===== config.mk =====
export PLATFORM = sky130hd
export DESIGN_NAME = pipe_stage_reg
export DESIGN_NICKNAME = d
export VERILOG_FILES = /design/src/rtl/pipe_pkg.sv /design/src/rtl/pipe_slot.sv /design/src/rtl/pipe_stage_reg.sv
export SDC_FILE = /design/constraint.sdc
export NUM_CORES = 1
export LEC_CHECK = 0
export ABC_AREA = 1
export CAP_MARGIN = 25
export CORE_MARGIN = 2
export CORE_UTILIZATION = 35
export CTS_BUF_LIST = sky130_fd_sc_hd__clkbuf_4 sky130_fd_sc_hd__clkbuf_8
export CTS_CLUSTER_SIZE = 28
export DETAILED_ROUTE_END_ITERATION = 6
export GPL_TIMING_DRIVEN = 0
export PLACE_DENSITY = 0.76
export SETUP_SLACK_MARGIN = 0.2
export SLEW_MARGIN = 30
export SYNTH_ARGS = -nofsm -noshare
export SYNTH_HDL_FRONTEND = slang
export SYNTH_SLANG_ARGS = --single-unit

===== constraint.sdc =====
create_clock -name clk -period 2.49 [get_ports clk]
set_input_delay 0.249 -clock clk [delete_from_list [all_inputs] [get_ports clk]]
set_output_delay 0.249 -clock clk [all_outputs]
set_load 0.1 [all_outputs]

===== src/rtl/pipe_pkg.sv =====
// Shared constants for the generic pipeline stage register: control bit
// positions, default widths and the occupancy encoding.
package pipe_pkg;

  localparam int unsigned CTRL_MEMTOREG = 0;
  localparam int unsigned CTRL_REGWRITE = 1;
  localparam int unsigned CTRL_MEMREAD  = 2;
  localparam int unsigned CTRL_MEMWRITE = 3;

  localparam int unsigned CTRL_W_DEF = 4;
  // alu_result 32 + read_data 32 + rt_data 32 + write_reg 5
  localparam int unsigned DATA_W_DEF = 101;
  localparam int unsigned CNT_W_DEF  = 16;

  typedef enum logic [1:0] {
    OccEmpty = 2'd0,
    OccOne   = 2'd1,
    OccTwo   = 2'd2
  } occ_e;

endpackage


===== src/rtl/pipe_slot.sv =====
// One storage slot: valid + ctrl + data. Ctrl is zeroed whenever the slot
// empties, so an empty slot never carries live control bits.
module pipe_slot #(
  parameter int unsigned CTRL_W = 4,
  parameter int unsigned DATA_W = 101
) (
  input  logic              clk,
  input  logic              reset,
  input  logic              flush,
  input  logic              load,
  input  logic              clear,
  input  logic [CTRL_W-1:0] load_ctrl,
  input  logic [DATA_W-1:0] load_data,
  output logic              valid,
  output logic [CTRL_W-1:0] ctrl,
  output logic [DATA_W-1:0] data
);

  logic              valid_q, valid_d;
  logic [CTRL_W-1:0] ctrl_q, ctrl_d;
  logic [DATA_W-1:0] data_q, data_d;

  // Flush beats load; data is deliberately kept so the payload stays stable.
  always_comb begin
    valid_d = valid_q;
    ctrl_d  = ctrl_q;
    data_d  = data_q;
    if (flush) begin
      valid_d = 1'b0;
      ctrl_d  = '0;
    end else if (load) begin
      valid_d = 1'b1;
      ctrl_d  = load_ctrl;
      data_d  = load_data;
    end else if (clear) begin
      valid_d = 1'b0;
      ctrl_d  = '0;
    end
  end

  always_ff @(posedge clk) begin
    if (reset) begin
      valid_q <= 1'b0;
      ctrl_q  <= '0;
      data_q  <= '0;
    end else begin
      valid_q <= valid_d;
      ctrl_q  <= ctrl_d;
      data_q  <= data_d;
    end
  end

  assign valid = valid_q;
  assign ctrl  = ctrl_q;
  assign data  = data_q;

endmodule


===== src/rtl/pipe_stage_reg.sv =====
// Pipeline stage register with valid/ready handshake, flush, ctrl squash and
// stall counter. Define PIPE_SKID_EN for a registered-ready two-slot skid stage.
module pipe_stage_reg
  import pipe_pkg::*;
#(
  parameter int unsigned CTRL_W = CTRL_W_DEF,
  parameter int unsigned DATA_W = DATA_W_DEF,
  parameter int unsigned CNT_W  = CNT_W_DEF
) (
  input  logic              clk,
  input  logic              reset,
  input  logic              flush,
  input  logic              in_valid,
  output logic              in_ready,
  input  logic [CTRL_W-1:0] in_ctrl,
  input  logic [DATA_W-1:0] in_data,
  output logic              out_valid,
  input  logic              out_ready,
  output logic [CTRL_W-1:0] out_ctrl,
  output logic [DATA_W-1:0] out_data,
  output logic [1:0]        occupancy,
  output logic [CNT_W-1:0]  stall_cnt
);

  logic              accept, fire, main_take;
  logic              main_valid, skid_valid;
  logic              main_load, main_clear;
  logic [CTRL_W-1:0] main_src_ctrl;
  logic [DATA_W-1:0] main_src_data;
  occ_e              occ;

  assign accept    = in_valid & in_ready;
  assign fire      = main_valid & out_ready;
  assign main_take = !main_valid | fire;

`ifdef PIPE_SKID_EN
  logic              skid_load, skid_clear;
  logic [CTRL_W-1:0] skid_ctrl;
  logic [DATA_W-1:0] skid_data;

  // Ready comes straight from the skid register, breaking the ready chain.
  assign in_ready = !skid_valid;

  always_comb begin
    main_load     = 1'b0;
    main_clear    = 1'b0;
    skid_load     = 1'b0;
    skid_clear    = 1'b0;
    main_src_ctrl = in_ctrl;
    main_src_data = in_data;
    if (main_take) begin
      if (skid_valid) begin
        main_load     = 1'b1;
        main_src_ctrl = skid_ctrl;
        main_src_data = skid_data;
        skid_load     = accept;
        skid_clear    = !accept;
      end else if (accept) begin
        main_load = 1'b1;
      end else begin
        main_clear = 1'b1;
      end
    end else if (accept) begin
      skid_load = 1'b1;
    end
  end

  pipe_slot #(
    .CTRL_W(CTRL_W),
    .DATA_W(DATA_W)
  ) u_skid (
    .clk      (clk),
    .reset    (reset),
    .flush    (flush),
    .load     (skid_load),
    .clear    (skid_clear),
    .load_ctrl(in_ctrl),
    .load_data(in_data),
    .valid    (skid_valid),
    .ctrl     (skid_ctrl),
    .data     (skid_data)
  );
`else
  assign in_ready   = !main_valid | out_ready;
  assign skid_valid = 1'b0;

  always_comb begin
    main_load     = main_take & accept;
    main_clear    = main_take & !accept;
    main_src_ctrl = in_ctrl;
    main_src_data = in_data;
  end
`endif

  pipe_slot #(
    .CTRL_W(CTRL_W),
    .DATA_W(DATA_W)
  ) u_main (
    .clk      (clk),
    .reset    (reset),
    .flush    (flush),
    .load     (main_load),
    .clear    (main_clear),
    .load_ctrl(main_src_ctrl),
    .load_data(main_src_data),
    .valid    (main_valid),
    .ctrl     (out_ctrl),
    .data     (out_data)
  );

  assign out_valid = main_valid;

  always_comb begin
    occ = OccEmpty;
    case ({main_valid, skid_valid})
      2'b10, 2'b01: occ = OccOne;
      2'b11:        occ = OccTwo;
      default:      occ = OccEmpty;
    endcase
  end

  assign occupancy = occ;

  logic [CNT_W-1:0] stall_cnt_q, stall_cnt_d;

  // Saturating: holds at all-ones rather than wrapping; only reset clears it.
  always_comb begin
    stall_cnt_d = stall_cnt_q;
    if (main_valid && !out_ready && (stall_cnt_q != {CNT_W{1'b1}})) begin
      stall_cnt_d = stall_cnt_q + CNT_W'(1);
    end
  end

  always_ff @(posedge clk) begin
    if (reset) begin
      stall_cnt_q <= '0;
    end else begin
      stall_cnt_q <= stall_cnt_d;
    end
  end

  assign stall_cnt = stall_cnt_q;

endmodule


==> flow_summary.rst <==
.. list-table::
   :header-rows: 1

   * - Metric
     - Value
   * - Height of the die
     - 119.8 um
   * - TritonCTS Buffers
     - 17
   * - Hold Vio Cnt, Final
     - 0
   * - Vias
     - around 4800
   * - FMAX
     - 444.0 MHz
   * - Worst min path class
     - in -> reg
   * - Relative area change from synthesis to final layout
     - 64.88%
   * - Non-filler cells, final
     - 1048
   * - Count of different cell masters after synthesis
     - 24
   * - I/O Pins
     - 235
   * - Initial cell density of the core
     - 35.57%
   * - Count of TritonRoute iterations in the first routing pass
     - 7
   * - Dpl hpwl
     - 10.99 mm
   * - Avg Vias per Cell
     - approximately 4.5
   * - Horizontal die dimension
     - 119.8 um
   * - Deepest level of the CTS H-tree
     - 4
   * - Number of warning messages in the yosys log
     - 0
   * - Final nets
     - 970
   * - Data arrival time of the worst path
     - 2.00 ns
   * - Pin count of the biggest net entering global routing
     - 17
   * - Wire length of the first global-routing pass
     - between 20 and 25 mm
   * - Launching element type of the critical path
     - input pin
   * - Worst IR Drop VDD
     - 514.6 uV
   * - Min cycle time layout
     - 2.252 ns
   * - Status
     - finished, final reports clean
   * - First DRT Iteration DRCs
     - 172
   * - Overall power after layout
     - between 5000 and 6000 uW
   * - Unrepaired setup endpoints after global routing
     - true
   * - Sequential element share of the synthesized area
     - ~52%
   * - WS Path Type
     - in -> out
   * - Number of port buffers
     - 233
   * - Reported max-cap violation count
     - 0
   * - Number of antenna diodes
     - 0
   * - Measured slew at the worst slew-check pin
     - 1.040 ns
   * - Synthesized net count
     - between 700 and 800
   * - # placed instances
     - 1016
   * - Power per cell area
     - about 750 nW/um^2
   * - Total wirelength of the detailed-routed design
     - 14.32 mm
   * - Core ar.
     - 13190 um^2
   * - Number of inserted filler cells in the final layout
     - 1203
   * - Via count of the first global-routing pass
     - 4697
   * - Worst-path fanout max
     - 10
   * - Post-synthesis sequential element count
     - 122
   * - Cell chosen for the clock root
     - sky130_fd_sc_hd__clkbuf_8
   * - Max Buffers Root-to-Sink
     - 2
   * - Insertion delay of the later-clocked pin in the worst-skew pair
     - 0.42 ns
   * - Final clock skew
     - 0.01132 ns
   * - Fraction of layout instances using a drive strength above 1
     - 7.454%
   * - Number of rows created at floorplan
     - 42
   * - Cell area after synthesis
     - 4692 um^2
   * - Gpl congestion
     - around 0.86
   * - Max Transition Viols Final
     - 0
   * - Leakage power
     - 0.003052 uW
   * - Area of the die
     - about 14000 um^2
   * - Gr usage total
     - about 20%
   * - Max transition margin
     - 30.44%
   * - DRC violations left
     - 0
   * - Worst endpoint required time
     - 2.24 ns
   * - # setup viols final
     - 0
   * - Total global routing overflow
     - 0
   * - Cell count after synthesis
     - 607
   * - Final cycle utilization of the critical path
     - about nine tenths
   * - TritonCTS clock tree
     - yes
   * - Count of antenna-violating nets left after detailed routing
     - 0
   * - Clk pin slew, worst setup/hold paths
     - 0.06 ns
   * - Clk sinks
     - 122
   * - Post-DR wirelength/cell
     - 13.66 um
   * - Worst Setup End Kind
     - output port
   * - Number of antenna violations at the first check in global routing
     - 0
   * - Average cell area after synthesis
     - 7.730 um^2
sequential cells by signal (all words and copies together) (netlist names):
name	cells
stall_cnt	16
u_main.data	101
u_main.ctrl	4
u_main.valid	1
stage by stage:
| step | utilization [%] | setup slack (ns) | TNS, ns | instance area (um^2) | hold slack [ns] |
|---|---|---|---|---|---|
| after floorplan | - | 0.3884 | 0 | 4693 | 0.3695 |
| after global placement | 54.93 | -0.05835 | -0.05835 | 7246 | 0.4306 |
| after detailed placement | 54.86 | -0.07281 | -0.07281 | 7236 | 0.4348 |
| after CTS | 58.51 | 0.1977 | 0 | 7717 | 0.3772 |
| after global routing | 58.65 | 0.1586 | 0 | 7736 | 0.4107 |
| final | 58.65 | 0.2380 | 0 | 7736 | 0.4057 |
worst paths after layout:
check,startpoint,to,slack [ns],cells after the start
max reg2reg,stall_cnt[0]$_SDFFE_PP0P_,stall_cnt[15]$_SDFFE_PP0P_,0.98,7
min reg2reg,u_main.data[97]$_SDFFE_PP0P_,u_main.data[97]$_SDFFE_PP0P_,0.44,2
max,out_ready,in_ready,0.24,5
min,in_ctrl[1],u_main.ctrl[1]$_SDFFE_PP0P_,0.41,3
power breakdown:
group	internal (uW)	switching [uW]	total, uW
clock network	1370	771	2140
logic	423	1110	1540
registers	2070	59.3	2130
total	3860	1950	5810
cells in the mapped netlist:
| master | number | area, um^2 |
|---|---|---|
| sky130_fd_sc_hd__a21oi_1 | 118 | 590.6 |
| sky130_fd_sc_hd__buf_1 | 1 | 3.750 |
| sky130_fd_sc_hd__buf_2 | 14 | 70.07 |
| sky130_fd_sc_hd__buf_4 | 2 | 15.01 |
| sky130_fd_sc_hd__buf_6 | 3 | 33.78 |
| sky130_fd_sc_hd__clkbuf_1 | 19 | 71.32 |
| sky130_fd_sc_hd__clkinv_1 | 1 | 3.750 |
| sky130_fd_sc_hd__conb_1 | 1 | 3.750 |
| sky130_fd_sc_hd__dfxtp_1 | 122 | 2442 |
| sky130_fd_sc_hd__ha_1 | 1 | 12.51 |
| sky130_fd_sc_hd__inv_1 | 109 | 409.1 |
| sky130_fd_sc_hd__inv_2 | 2 | 7.510 |
| sky130_fd_sc_hd__nand2_1 | 41 | 153.9 |
| sky130_fd_sc_hd__nand2_2 | 1 | 6.260 |
| sky130_fd_sc_hd__nand3_1 | 20 | 100.1 |
| sky130_fd_sc_hd__nand3_2 | 2 | 20.02 |
| sky130_fd_sc_hd__nand4_1 | 2 | 12.51 |
| sky130_fd_sc_hd__nand4_4 | 1 | 21.27 |
| sky130_fd_sc_hd__nor2_1 | 38 | 142.6 |
| sky130_fd_sc_hd__nor2_2 | 1 | 6.260 |
| sky130_fd_sc_hd__nor2_4 | 4 | 45.04 |
| sky130_fd_sc_hd__nor3_1 | 2 | 10.01 |
| sky130_fd_sc_hd__o21ai_0 | 75 | 375.4 |
| sky130_fd_sc_hd__o21ai_1 | 27 | 135.1 |
cell type report:
| cell class | instances | area (um^2) | share of cell area [%] |
|---|---|---|---|
| buffer | 39 | 193.9 | 2.507 |
| clock buffer | 21 | 276.5 | 3.574 |
| tap | 176 | 220.2 | 2.847 |
| inverter | 112 | 420.4 | 5.434 |
| clock inverter | 11 | 216.5 | 2.798 |
| timing repair buffer | 233 | 2330 | 30.11 |
| sequential | 122 | 2444 | 31.59 |
| multi-input combinational | 334 | 1635 | 21.14 |
critical path: stages:
cell and delay [ns]:
sky130_fd_sc_hd__clkdlybuf4s50_1 0.49, sky130_fd_sc_hd__inv_2 0.03, sky130_fd_sc_hd__nand2_1 0.10, sky130_fd_sc_hd__buf_2 0.26, sky130_fd_sc_hd__clkdlybuf4s15_1 0.86
layer usage:
metal	vias up	share of wire, %	global-route usage [%]
met4	0	1.8	6.691
met2	162	50	36.07
met1	2136	38	20.78
met3	19	9.7	10.55
li1	2445	-	-
met5	-	0	0
layout by cell type, fill, tap and decap left out:
cell                              count
sky130_fd_sc_hd__a21oi_1            118
sky130_fd_sc_hd__nor2_2               1
sky130_fd_sc_hd__nand3_1             20
sky130_fd_sc_hd__o21ai_0             75
sky130_fd_sc_hd__buf_1                1
sky130_fd_sc_hd__buf_4                2
sky130_fd_sc_hd__clkinv_4             1
sky130_fd_sc_hd__bufinv_16            6
sky130_fd_sc_hd__inv_1              109
sky130_fd_sc_hd__clkbuf_1            19
sky130_fd_sc_hd__nand3_2              2
sky130_fd_sc_hd__inv_2                2
sky130_fd_sc_hd__nand2_2              1
sky130_fd_sc_hd__buf_2               16
sky130_fd_sc_hd__dlygate4sd2_1        8
sky130_fd_sc_hd__nor2_1              38
sky130_fd_sc_hd__nand2_1             41
sky130_fd_sc_hd__buf_6                3
sky130_fd_sc_hd__clkinvlp_4           3
sky130_fd_sc_hd__dlymetal6s2s_1       7
sky130_fd_sc_hd__conb_1               1
sky130_fd_sc_hd__dfxtp_2              1
sky130_fd_sc_hd__clkinv_1             1
sky130_fd_sc_hd__clkbuf_4             2
sky130_fd_sc_hd__nor3_1               2
sky130_fd_sc_hd__o21ai_1             27
sky130_fd_sc_hd__ha_1                 1
sky130_fd_sc_hd__nand4_4              1
sky130_fd_sc_hd__clkbuf_8            19
sky130_fd_sc_hd__clkdlybuf4s15_1      1
sky130_fd_sc_hd__clkdlybuf4s50_1    215
sky130_fd_sc_hd__dfxtp_1            121
sky130_fd_sc_hd__nand4_1              2
sky130_fd_sc_hd__nor2_4               4
sky130_fd_sc_hd__clkinv_2             1
what timing repair did:
action,4_1_cts,5_1_grt
setup buffers,0,0
cloned,0,0
hold buffers,0,0
setup endpoints to repair,9,8
gates resized for setup,9,8
logic make-up after synthesis:
family / Yosys count / synth area share, %
compound gates: 220 / 23.47
fa+ha+maj: 1 / 0.2666
buf+inv: 151 / 13.09
flops: 122 / 52.05
other cells: 1 / 0.07992
simple gates: 112 / 11.04
(Power assumes the default switching activity.)
